### config.mk
export PLATFORM = sky130hd
export DESIGN_NAME = pong_game_engine
export DESIGN_NICKNAME = d
export VERILOG_FILES = /design/src/rtl/pong_game_engine.sv
export SDC_FILE = /design/constraint.sdc
export NUM_CORES = 1
export LEC_CHECK = 0
export ABC_CLOCK_PERIOD_IN_PS = 4500
export CORE_ASPECT_RATIO = 1.5
export CORE_UTILIZATION = 55
export CTS_CLUSTER_DIAMETER = 120
export DETAILED_ROUTE_END_ITERATION = 8
export HOLD_SLACK_MARGIN = 0.03
export PLACE_DENSITY = 0.77
export SLEW_MARGIN = 10
export SYNTH_ARGS = -nofsm -noshare
export SYNTH_HDL_FRONTEND = slang
export SYNTH_SLANG_ARGS = --single-unit
### constraint.sdc
create_clock -name clk -period 4.5 [get_ports clk]
set_clock_uncertainty 0.05 [all_clocks]
set_input_delay 0.45 -clock clk [delete_from_list [all_inputs] [get_ports clk]]
set_output_delay 0.45 -clock clk [all_outputs]
set_load 0.005 [all_outputs]
### src/rtl/pong_game_engine.sv
// Pong game core: serve/play/point FSM, paddle clamping, ball reflection, scoring.
// Optional macro PONG_SPEEDUP_EN: each paddle return raises ball speed, capped at 2x.
module pong_game_engine #(
  parameter int SCREEN_W    = 640,
  parameter int SCREEN_H    = 480,
  parameter int BALL_SIZE   = 10,
  parameter int PADDLE_W    = 10,
  parameter int PADDLE_H    = 80,
  parameter int PADDLE1_X   = 20,
  parameter int PADDLE2_X   = 610,
  parameter int PADDLE_STEP = 4,
  parameter int BALL_SPEED  = 2,
  parameter int SERVE_TICKS = 60,
  parameter int WIN_SCORE   = 9
) (
  input  logic       clk,
  input  logic       rst,
  input  logic       tick,
  input  logic       start,
  input  logic       up1,
  input  logic       down1,
  input  logic       up2,
  input  logic       down2,
  output logic [9:0] ball_x,
  output logic [9:0] ball_y,
  output logic [9:0] paddle1_y,
  output logic [9:0] paddle2_y,
  output logic [3:0] score1,
  output logic [3:0] score2,
  output logic       point_p,
  output logic       game_over
);

  typedef enum logic [2:0] {IDLE, SERVE, PLAY, POINT, GAMEOVER} state_t;

  localparam int CW = $clog2(SERVE_TICKS + 1);
  localparam logic [10:0] BX0  = 11'((SCREEN_W - BALL_SIZE) / 2);
  localparam logic [10:0] BY0  = 11'((SCREEN_H - BALL_SIZE) / 2);
  localparam logic [10:0] PY0  = 11'((SCREEN_H - PADDLE_H) / 2);
  localparam logic [10:0] PMAX = 11'(SCREEN_H - PADDLE_H);
  localparam logic [10:0] YMAX = 11'(SCREEN_H - BALL_SIZE);
  localparam logic [10:0] XMAX = 11'(SCREEN_W - BALL_SIZE);
  localparam logic [10:0] F1   = 11'(PADDLE1_X + PADDLE_W);
  localparam logic [10:0] F2   = 11'(PADDLE2_X - BALL_SIZE);
  localparam logic [10:0] STEP = 11'(PADDLE_STEP);
  localparam logic [10:0] BSZ  = 11'(BALL_SIZE);
  localparam logic [10:0] PH   = 11'(PADDLE_H);
  localparam logic [10:0] BASE = 11'(BALL_SPEED);
  localparam logic [CW-1:0] SLAST = CW'(SERVE_TICKS - 1);
  localparam logic [3:0] WIN = 4'(WIN_SCORE);

  state_t state, state_n;
  logic start_q, go;
  logic dx, dy, ndx, ndy;
  logic p1_won, win;
  logic [CW-1:0] cnt;
  logic [10:0] spd, bx, by, y1, y2;
  logic [9:0] nx, ny;
  logic miss1, miss2, ov1, ov2;
  logic [3:0] sc_new;

  assign go = start & ~start_q;
  assign bx = {1'b0, ball_x};
  assign by = {1'b0, ball_y};
  assign y1 = {1'b0, paddle1_y};
  assign y2 = {1'b0, paddle2_y};

  function automatic logic [9:0] pmove(input logic [9:0] y,
                                       input logic u,
                                       input logic d);
    logic [10:0] t;
    t = {1'b0, y};
    pmove = y;
    unique case (1'b1)
      (u & ~d): pmove = (t <= STEP) ? 10'd0 : 10'(t - STEP);
      (d & ~u): pmove = (t + STEP >= PMAX) ? PMAX[9:0] : 10'(t + STEP);
      default: pmove = y;
    endcase
  endfunction

`ifdef PONG_SPEEDUP_EN
  localparam logic [10:0] SMAX = 11'(2 * BALL_SPEED);
  // speed: base on every serve, bumped when a paddle flips dx
  always_ff @(posedge clk) begin
    if (!rst)
      spd <= BASE;
    else if (state_n == SERVE && state != SERVE)
      spd <= BASE;
    else if (state == PLAY && tick && ndx != dx && spd < SMAX)
      spd <= spd + 11'd1;
  end
`else
  assign spd = BASE;
`endif

  // one PLAY step: wall/paddle reflection and miss detection
  always_comb begin
    ov1 = (by + BSZ > y1) && (by < y1 + PH);
    ov2 = (by + BSZ > y2) && (by < y2 + PH);
    ndx = dx;
    ndy = dy;
    nx = ball_x;
    ny = ball_y;
    miss1 = 1'b0;
    miss2 = 1'b0;
    if (dy) begin
      if (by + spd >= YMAX) begin
        ny = YMAX[9:0];
        ndy = 1'b0;
      end else ny = 10'(by + spd);
    end else if (by <= spd) begin
      ny = 10'd0;
      ndy = 1'b1;
    end else ny = 10'(by - spd);
    if (!dx) begin
      if (bx <= F1 + spd && bx >= F1 && ov1) begin
        nx = F1[9:0];
        ndx = 1'b1;
      end else if (bx <= spd) begin
        nx = 10'd0;
        miss2 = 1'b1;
      end else nx = 10'(bx - spd);
    end else begin
      if (bx + spd >= F2 && bx <= F2 && ov2) begin
        nx = F2[9:0];
        ndx = 1'b0;
      end else if (bx + spd >= XMAX) begin
        nx = XMAX[9:0];
        miss1 = 1'b1;
      end else nx = 10'(bx + spd);
    end
  end

  // next-state logic
  always_comb begin
    state_n = state;
    sc_new = p1_won ? score1 + 4'd1 : score2 + 4'd1;
    win = (sc_new == WIN);
    unique case (state)
      IDLE:     if (go) state_n = SERVE;
      SERVE:    if (tick && cnt == SLAST) state_n = PLAY;
      PLAY:     if (tick && (miss1 || miss2)) state_n = POINT;
      POINT:    state_n = win ? GAMEOVER : SERVE;
      GAMEOVER: if (go) state_n = SERVE;
      default:  state_n = IDLE;
    endcase
  end

  // state register
  always_ff @(posedge clk) begin
    if (!rst) state <= IDLE;
    else state <= state_n;
  end

  // positions, directions, scores and flags
  always_ff @(posedge clk) begin
    if (!rst) begin
      start_q <= 1'b0;
      ball_x <= BX0[9:0];
      ball_y <= BY0[9:0];
      paddle1_y <= PY0[9:0];
      paddle2_y <= PY0[9:0];
      score1 <= 4'd0;
      score2 <= 4'd0;
      point_p <= 1'b0;
      game_over <= 1'b0;
      dx <= 1'b1;
      dy <= 1'b1;
      cnt <= '0;
      p1_won <= 1'b0;
    end else begin
      start_q <= start;
      point_p <= 1'b0;
      game_over <= (state_n == GAMEOVER);
      unique case (state)
        IDLE: if (go) begin
          cnt <= '0;
          dx <= 1'b1;
          dy <= 1'b1;
        end
        SERVE: if (tick) begin
          cnt <= cnt + CW'(1);
          paddle1_y <= pmove(paddle1_y, up1, down1);
          paddle2_y <= pmove(paddle2_y, up2, down2);
        end
        PLAY: if (tick) begin
          paddle1_y <= pmove(paddle1_y, up1, down1);
          paddle2_y <= pmove(paddle2_y, up2, down2);
          ball_x <= nx;
          ball_y <= ny;
          dx <= ndx;
          dy <= ndy;
          if (miss1 || miss2) p1_won <= miss1;
        end
        POINT: begin
          point_p <= 1'b1;
          if (p1_won) score1 <= sc_new;
          else score2 <= sc_new;
          if (!win) begin
            ball_x <= BX0[9:0];
            ball_y <= BY0[9:0];
            cnt <= '0;
            dx <= p1_won;
          end
        end
        GAMEOVER: if (go) begin
          score1 <= 4'd0;
          score2 <= 4'd0;
          ball_x <= BX0[9:0];
          ball_y <= BY0[9:0];
          cnt <= '0;
          dx <= 1'b1;
        end
        default: ;
      endcase
    end
  end

endmodule
# After elaboration in Yosys (flattened, before gate mapping)
# Index checks and enable logic that the tools add are counted.
# Widths: inputs -> output; s select.
# totals
inputBits	8
reg_bits	63
word_cells	153
output_inout_bits	50
# op_classes
n_lt_le_gt_ge	16
reduce_logical	28
add_sub_neg	14
n_eq_ne	15
n_bitwise	10
n_mux	56
# ops
operator	count
$mux 10	18
$pmux 10 s3	2
$pmux 10 s2	2
$ge 11x9->1 const B	3
$add 10x2->11 const B	2
$add 10x3->11 const B	2
$add 10x7->11 const B	2
$ge 11x10->1 const B	2
$gt 11x10->1	2
$lt 10x11->1	2
$le 10x2->1 const B	2
$le 10x3->1 const B	2
$sub 10x2->10 const B	2
$sub 10x3->10 const B	2
$mux 6	3
$pmux 6 s3	1
$reduce_and 3->1	6
$mux 1	17
$mux 4	4
$pmux 4 s2	2
$ne 2x2->1 const B	7
$mux 3	4
$pmux 3 s4	1
$reduce_and 4->1	3
other kinds (22)	46

# Longest topological paths before layout
# Gate-level depths: netlist of run 1.
# depth
depth_word	11
depth_mapped	14
depth_no_buf	13

# Worst setup path before layout of run 1
# Ideal clock, no wire load.
# synth_timing
path_kind	reg-to-reg
start	reg ball_y[3]
end	reg dx
stages_incl_launch_ff	14
period_less_slack_ps	3275
required_ps	4310
path_slack_ps	1225
setup_time_ps	140
n_path_buf	2
arrival_ps	3085
cell_sequence	dfxtp_1 -> buf_2 -> clkbuf_1 -> nor2_1 -> nor3_1 -> xor2_1 -> ha_1 -> and3_1 -> nand4_1 -> o21ai_0 -> o311ai_0 -> nor2_1 -> a211oi_1 -> o311ai_1
# synth_via
elab_chain_len	8
word_cells_on_any_way	14
classes_between	add/sub (1); order compare (4); mux (5); reduce/logical (4)
# synth_lines
item	line_no	source
start, declared	25	output logic [9:0] ball_y,
start signal, assigned	160	ball_y <= BY0[9:0];
start signal, assigned	190	ball_y <= ny;
start signal, assigned	201	ball_y <= BY0[9:0];
$add 10x4->11	98, 99	
$gt 11x10->1 (on tied branches)	98, 99	
$logic_and 1x1->1 (on tied branches)	98, 99	
$logic_and 1x1->1 (on tied branches)	116, 124	
$mux 1 (on tied branches)	116, 124	
$mux 1 *	115	if (!dx) begin
$mux 1 *	186	PLAY: if (tick) begin
$pmux 1 s3 *	175	unique case (state)
end signal, assigned	191	dx <= ndx;
end signal, assigned	203	dx <= p1_won;
end, declared	54	logic dx, dy, ndx, ndy;
# Every way passes the cells marked *; elsewhere a longest branch is shown, timed or not. The select of a mux whose other input is x is not followed.
# A chain may end at the register's enable or synchronous reset.

# Worst setup path in the final report of run 1
# layout_timing
start	reg ball_y[2]
end	reg ball_x[3]
# layout_via
elab_chain_len	8
word_cells_on_any_way	14
classes_between	add/sub (1); order compare (4); mux (5); reduce/logical (4)
# layout_lines
item	line_no	source
$add 10x4->11	98, 99	
$gt 11x10->1 (on tied branches)	98, 99	
$logic_and 1x1->1 (on tied branches)	98, 99	
$logic_and 1x1->1 (on tied branches)	116, 124	
$mux 10 (on tied branches)	116, 124	
$mux 10 *	115	
$mux 10 *	186	
$pmux 10 s3 *	175	
end signal, assigned	189	ball_x <= nx;
end signal, assigned	200	ball_x <= BX0[9:0];
end signal, assigned	209	ball_x <= BX0[9:0];
end, declared	24	output logic [9:0] ball_x,
# Marks and branches as above.

==> results.toml, run 1 <==
[grt]
gr-total-overflow = 0
grt_pass1_wl_um = 29970
grt_max_degree = 25
antenna_found_initial = 0
grt_usage = 0.3422
grt_pass1_vias = 6054

[floorplanning]
die_h_um = 129.0
die_w_um = 86.68
start_util = 0.5617
coreArea_mm2 = 0.01053
row_count = 46
dieArea_mm2 = 0.01118
num_io_pins = 58

[final_layout]
n_antenna_cell = 0
layout-drive-gt1-share = 0.05134
stdcell_count = 962
fillers = 975
nets = 879
area_growth_syn_to_layout_pct = 14.55

[synthesis]
synth_cell_types = 83
seq_area_frac_synth = 0.1997
syn-instance-count = 793
syn_avg_cell_area_um2 = 7.460
yosysTopAreaCellShare = 0.1997
synth_area_mm2 = 0.005916
yosysWarnings = 0
synth.most_common_cell = "nand2_1"
yosys-top-cells-count = "70 x nand2_1, 67 x nor2_1, 59 x dfxtp_1, 56 x ha_1, 56 x o21ai_0"
ys_ff_latch = 59
yosysTopAreaCell = "dfxtp_1"
synth_flop_cell = "dfxtp_1"
synth-edff-count = 0
ys_async_sr_fraction = 0
synth_area_leaders = "dfxtp_1 20%, ha_1 12%, o21ai_0 4.7%"

[timing]
finalHoldViolCount = 0
max_slew_margin = 0.1589
setup_viol = 0
report.final.slew_viol_count = 0
setup-tns-final_ns = 0
timing.final.crit_period_ns = 4.273
holdWs_ns = 0.4372
worst_pin_slew_ns = 1.246
fin_ws_ns = 0.2269
max_freq_mhz = 234.0
fin_crit_sh = 0.9496
grt_setup_unrepaired = "no"

[power]
vdd_drop_max_mv = 0.2199
powerDensity_mw_per_mm2 = 212.8
leakage_nw = 2.580

[cts]
cts_root_buf = "clkbuf_16"
cts_sinks = 59
clk_pin_slew_worst_paths_ns = 0.06
clock_latency_ns = 0.34
holdBufCountCts = 0
tritoncts = "built"
cts-htree-levels = 3
cts_buffers = 9
clockBufferDepth = 2
postCtsSetupBuffers = 0
postCtsResizedCells = 0

[critical_path]
timing.rr.start = "ball_y[2]"
critPathKind = "flip-flop to flip-flop"
arrival_ns = 4.43
crit_required_ns = 4.66
path_cells = "ha_1, nor2_1, nor3_1, xor2_1, ha_1, and3_1, nand4_1, o21ai_0, o311ai_0, nor2_1, o31ai_1, a21oi_1"
worstPathMaxFanout = 13
cpMaxStageDelayCell = "o311ai_0"
cpLargestDelayFamily = "compound AO/OA/AOI/OAI gates"
cp.depth = 12
cp-startpoint = "ball_y[2]"
crit_path_end = "ball_x[3]"
worst-path-buf-inv = 0
cp-start-kind = "flip-flop"
crit_path_end_kind = "flip-flop"
r2r_end = "ball_x[3]"
crit_path_max_incr_delay_ns = 1.01
reg2regPathDepth = 12
rrSetupSlack_ns = 0.23

[placed_design]
post-place-ws_ns = 0.4557
portBuffers = 53
gp_congestion = 0.9679
dp_hpwl_um = 13700
dpl.cell_count = 946

[route]
wire_per_inst_um = 19.53
drtAntennaViolNets = 0
routed_via_density = 6.684
firstDrtPassIters = 5
drtIter0Drc = 466
wirelength_um = 18790
drc = 0
vias = 6430

[min_path]
hold_path_class = "flip-flop to flip-flop"

[status]
status = "completed"

[job]
cap_violations = 0
-- routing by layer --
layer	part of all wire	global-route usage	wire, um
met5	0	0	0
met2	0.50	0.5948	9403
met4	0.057	0.2186	1077
met1	0.39	0.3929	7377
met3	0.049	0.04395	930
-- worst register-to-register path, delay by kind of cell, from the launching register on --
family | cells | cell delay, ns
compound gates | 4 | 1.54
simple gates | 5 | 0.96
fa+ha+maj | 2 | 0.74
flops | 1 | 0.60
xor+xnor | 1 | 0.24
-- flip-flops by register name, indices dropped and copies added, names as in the netlist --
name       cells
cnt            6
paddle2_y      8
ball_y        10
point_p        1
paddle1_y      8
score2         4
state          3
ball_x        10
p1_won         1
start_q        1
score1         4
dx             1
dy             1
game_over      1
-- final cells by class --
class	count	area, um2	share of cell area
Multi-Input combinational cell	647	4373	0.6453
Sequential cell	59	1181	0.1743
Timing Repair Buffer	59	575.6	0.08493
Clock buffer	10	239.0	0.03527
Tap cell	144	180.2	0.02659
Inverter	37	138.9	0.02049
Clock inverter	6	88.84	0.01311
-- power breakdown --
group / switching (mW) / total [mW] / internal, mW
clock network: 0.274 / 0.773 / 0.500
logic: 0.0702 / 0.121 / 0.0513
registers: 0.0185 / 0.547 / 0.529
total: 0.363 / 1.44 / 1.08
-- worst min path at each step --
| stage | endpoint | cells after the start | from |
|---|---|---|---|
| after floorplan | cnt[1] | 2 | cnt[1] |
| after global placement | cnt[1] | 2 | cnt[1] |
| after detailed placement | score1[0] | 2 | score1[0] |
| after CTS | score1[0] | 2 | score1[0] |
| after global routing | score1[0] | 2 | score1[0] |
| final | cnt[1] | 2 | cnt[1] |
-- cells by family after synthesis --
kind of cell | Yosys count | share of synthesized area
AOI/OAI and AO/OA | 237 | 0.2769
xor gates and xnor gates | 36 | 0.05457
adders and majority gates | 58 | 0.1252
buffers and inverters | 90 | 0.06303
DFF | 59 | 0.1997
muxes | 7 | 0.01227
other | 1 | 0.0006339
and+or+nand+nor | 305 | 0.2678
-- through the flow --
stage                     cell area [um2]    util  power, mW
after floorplan                      5927       -     0.6356
after global placement               6449  0.6123     0.6723
after detailed placement             6449  0.6123     0.6769
after CTS                            6777  0.6434      1.442
after global routing                 6777  0.6434      1.480
final                                6777  0.6434      1.442
-- cells in the final DEF, fill, tap and decap left out, types with 10 or more instances in the layout --
cell and instances:
nor2_1 67, dfxtp_1 59, nand2b_1 11, o21ai_0 56, a211oi_1 10, nor4_1 12, a21oi_1 47, clkdlybuf4s50_1 53
a31oi_1 17, nor2b_1 12, nor3_1 25, nand2_1 70, ha_1 56, and3_1 13, inv_1 36, nand4_1 14
xnor2_1 24, xor2_1 11, nand3_1 23, or4_1 10, and2_1 13
No activity file was read; power rests on OpenSTA's default activity.
==> run 2, diff against run 1 <==
--- a/config.mk
+++ b/config.mk
@@ -12,6 +12,7 @@
 export DETAILED_ROUTE_END_ITERATION = 8
 export HOLD_SLACK_MARGIN = 0.03
 export PLACE_DENSITY = 0.77
+export SKIP_LAST_GASP = 1
 export SLEW_MARGIN = 10
 export SYNTH_ARGS = -nofsm -noshare
 export SYNTH_HDL_FRONTEND = slang
==> results of run 2 <==
No change in the layout: final DEF, timing and power equal those of run 1.
==> run 3, diff against run 2 <==
--- a/config.mk
+++ b/config.mk
@@ -12,6 +12,7 @@
 export DETAILED_ROUTE_END_ITERATION = 8
 export HOLD_SLACK_MARGIN = 0.03
 export PLACE_DENSITY = 0.77
+export REMOVE_ABC_BUFFERS = 1
 export SKIP_LAST_GASP = 1
 export SLEW_MARGIN = 10
 export SYNTH_ARGS = -nofsm -noshare
==> run 3 against run 2 <==
Sequential share of layout area up 0.13 points. Global-route usage down 1.8 points. Critical path type unchanged. Worst setup slack better by 0.038 ns. Die area unchanged. Combinational power about the same. Power down 9.4%. Final cell count up 0.10%. First-iteration DRC count up 32%. Sequential power about the same. Core utilization down 0.48 points. Sequential cell count unchanged. Clock power down 17%.
==> results.toml, run 3 (synthesized netlist as in run 1, its figures left out) <==
[status]
status = "completed"

[timing]
setup_viol = 0
fin_crit_sh = 0.9411
timing.final.crit_period_ns = 4.235
setup-tns-final_ns = 0
worst_pin_slew_ns = 1.038
grt_setup_unrepaired = "no"
report.final.slew_viol_count = 0
max_slew_margin = 0.2992
finalHoldViolCount = 0
max_freq_mhz = 236.1

[cts]
cts_root_buf = "clkbuf_16"
tritoncts = "built"
clockBufferDepth = 2
cts_sinks = 59
postCtsSetupBuffers = 0
cts-htree-levels = 3
postCtsResizedCells = 0
clk_pin_slew_worst_paths_ns = 0.06
cts_buffers = 9
clock_latency_ns = 0.34
holdBufCountCts = 0

[critical_path]
arrival_ns = 4.39
crit_path_end_kind = "flip-flop"
critPathKind = "flip-flop to flip-flop"
worstPathMaxFanout = 14
cp-start-kind = "flip-flop"
crit_required_ns = 4.65

[final_layout]
area_growth_syn_to_layout_pct = 13.71
layout_commonest_cell = "nand2_1"
nets = 880
n_antenna_cell = 0
largest_registers = "ball_x: 10 flops, ball_y: 10 flops"
final_cell_mix = "70 x nand2_1, 67 x nor2_1, 59 x dfxtp_1"
layout-drive-gt1-share = 0.05128

[route]
firstDrtPassIters = 5
drtIter0Drc = 614
vias = 6406
drtAntennaViolNets = 0
drc = 0
wire_per_inst_um = 18.75
routed_via_density = 6.652
wirelength_um = 18060

[power]
p_total_mw = 1.306
sw_frac_of_total = 0.2714
p_sw_mw = 0.3545
vdd_drop_max_mv = 0.1999
leakage_nw = 2.553
power_frac_clock = 0.491
powerDensity_mw_per_mm2 = 194.2
comb_power_share = 0.091
p_int_mw = 0.9517
seqPwrFrac = 0.418

[job]
cap_violations = 0

[floorplanning]
row_count = 46
die_h_um = 129.0
dieArea_mm2 = 0.01118
start_util = 0.5617
die_w_um = 86.68
num_io_pins = 58
coreArea_mm2 = 0.01053

[grt]
antenna_found_initial = 0
gr-max-usage-layer = "met2"
grt_pass1_wl_um = 28720
grt_pass1_vias = 6026
grt_max_degree = 25
grt_use_met3 = 0.05350
grt_usage = 0.3243
gr-total-overflow = 0
grt_use_met2 = 0.5710
gr-usage-met1 = 0.3491

[placed_design]
gp_congestion = 0.9638
portBuffers = 53
dp_hpwl_um = 13170

[min_path]
hold_path_class = "flip-flop to flip-flop"
-- run 3: area by class of cell --
type,count,area [um2]
Clock inverter,6,41.29
Fill cell,903,3806
Clock buffer,10,229.0
Tap cell,144,180.2
Inverter,37,138.9
Timing Repair Buffer,60,583.1
Sequential cell,59,1181
Multi-Input combinational cell,647,4373
-- run 3: worst max-delay path, stage by stage (launching register included) --
cell and delay (ns):
dfxtp_1 0.61, ha_1 0.45, nor2_1 0.12, nor3_1 0.31
xor2_1 0.23, ha_1 0.28, and3_1 0.21, nand4_1 0.11
o21ai_0 0.09, o311ai_0 0.85, nor2_1 0.26, a211oi_1 0.37
o311ai_1 0.14
-- run 3: power by group through the flow --
| stage | sequential [mW] | clock, mW | combinational (mW) |
|---|---|---|---|
| detailed placement | 0.557 | 0 | 0.116 |
| global route | 0.547 | 0.665 | 0.130 |
| finish | 0.547 | 0.641 | 0.119 |
| CTS | 0.545 | 0.641 | 0.117 |
| floorplan | 0.552 | 0 | 0.0758 |
| global placement | 0.556 | 0 | 0.113 |
-- run 3: metal layers --
layer / vias to the layer above / wire, um
met2: 364 / 8973
met3: 95 / 1246
li1: 2979 / -
met5: - / 0
met1: 2968 / 6800
met4: 0 / 1035
-- run 3: worst paths after layout --
kind              from     end  slack, ns  cells past startpoint
min reg2reg     cnt[1]  cnt[1]       0.43                      2
min             cnt[1]  cnt[1]       0.43                      2
max          ball_y[1]      dx       0.27                     12
max reg2reg  ball_y[1]      dx       0.27                     12
-- run 3: stage by stage --
step / cells / cell area, um2 / worst slack (ns) / util / hold WS (ns)
floorplan: 743 / 5693 / 1.193 / - / 0.3991
global placement: 947 / 6456 / 0.6941 / 0.6130 / 0.4116
global route: 963 / 6726 / 0.001789 / 0.6386 / 0.4651
detailed placement: 947 / 6456 / 0.4187 / 0.6130 / 0.4251
CTS: 963 / 6726 / 0.3587 / 0.6386 / 0.4304
finish: 963 / 6726 / 0.2651 / 0.6386 / 0.4305
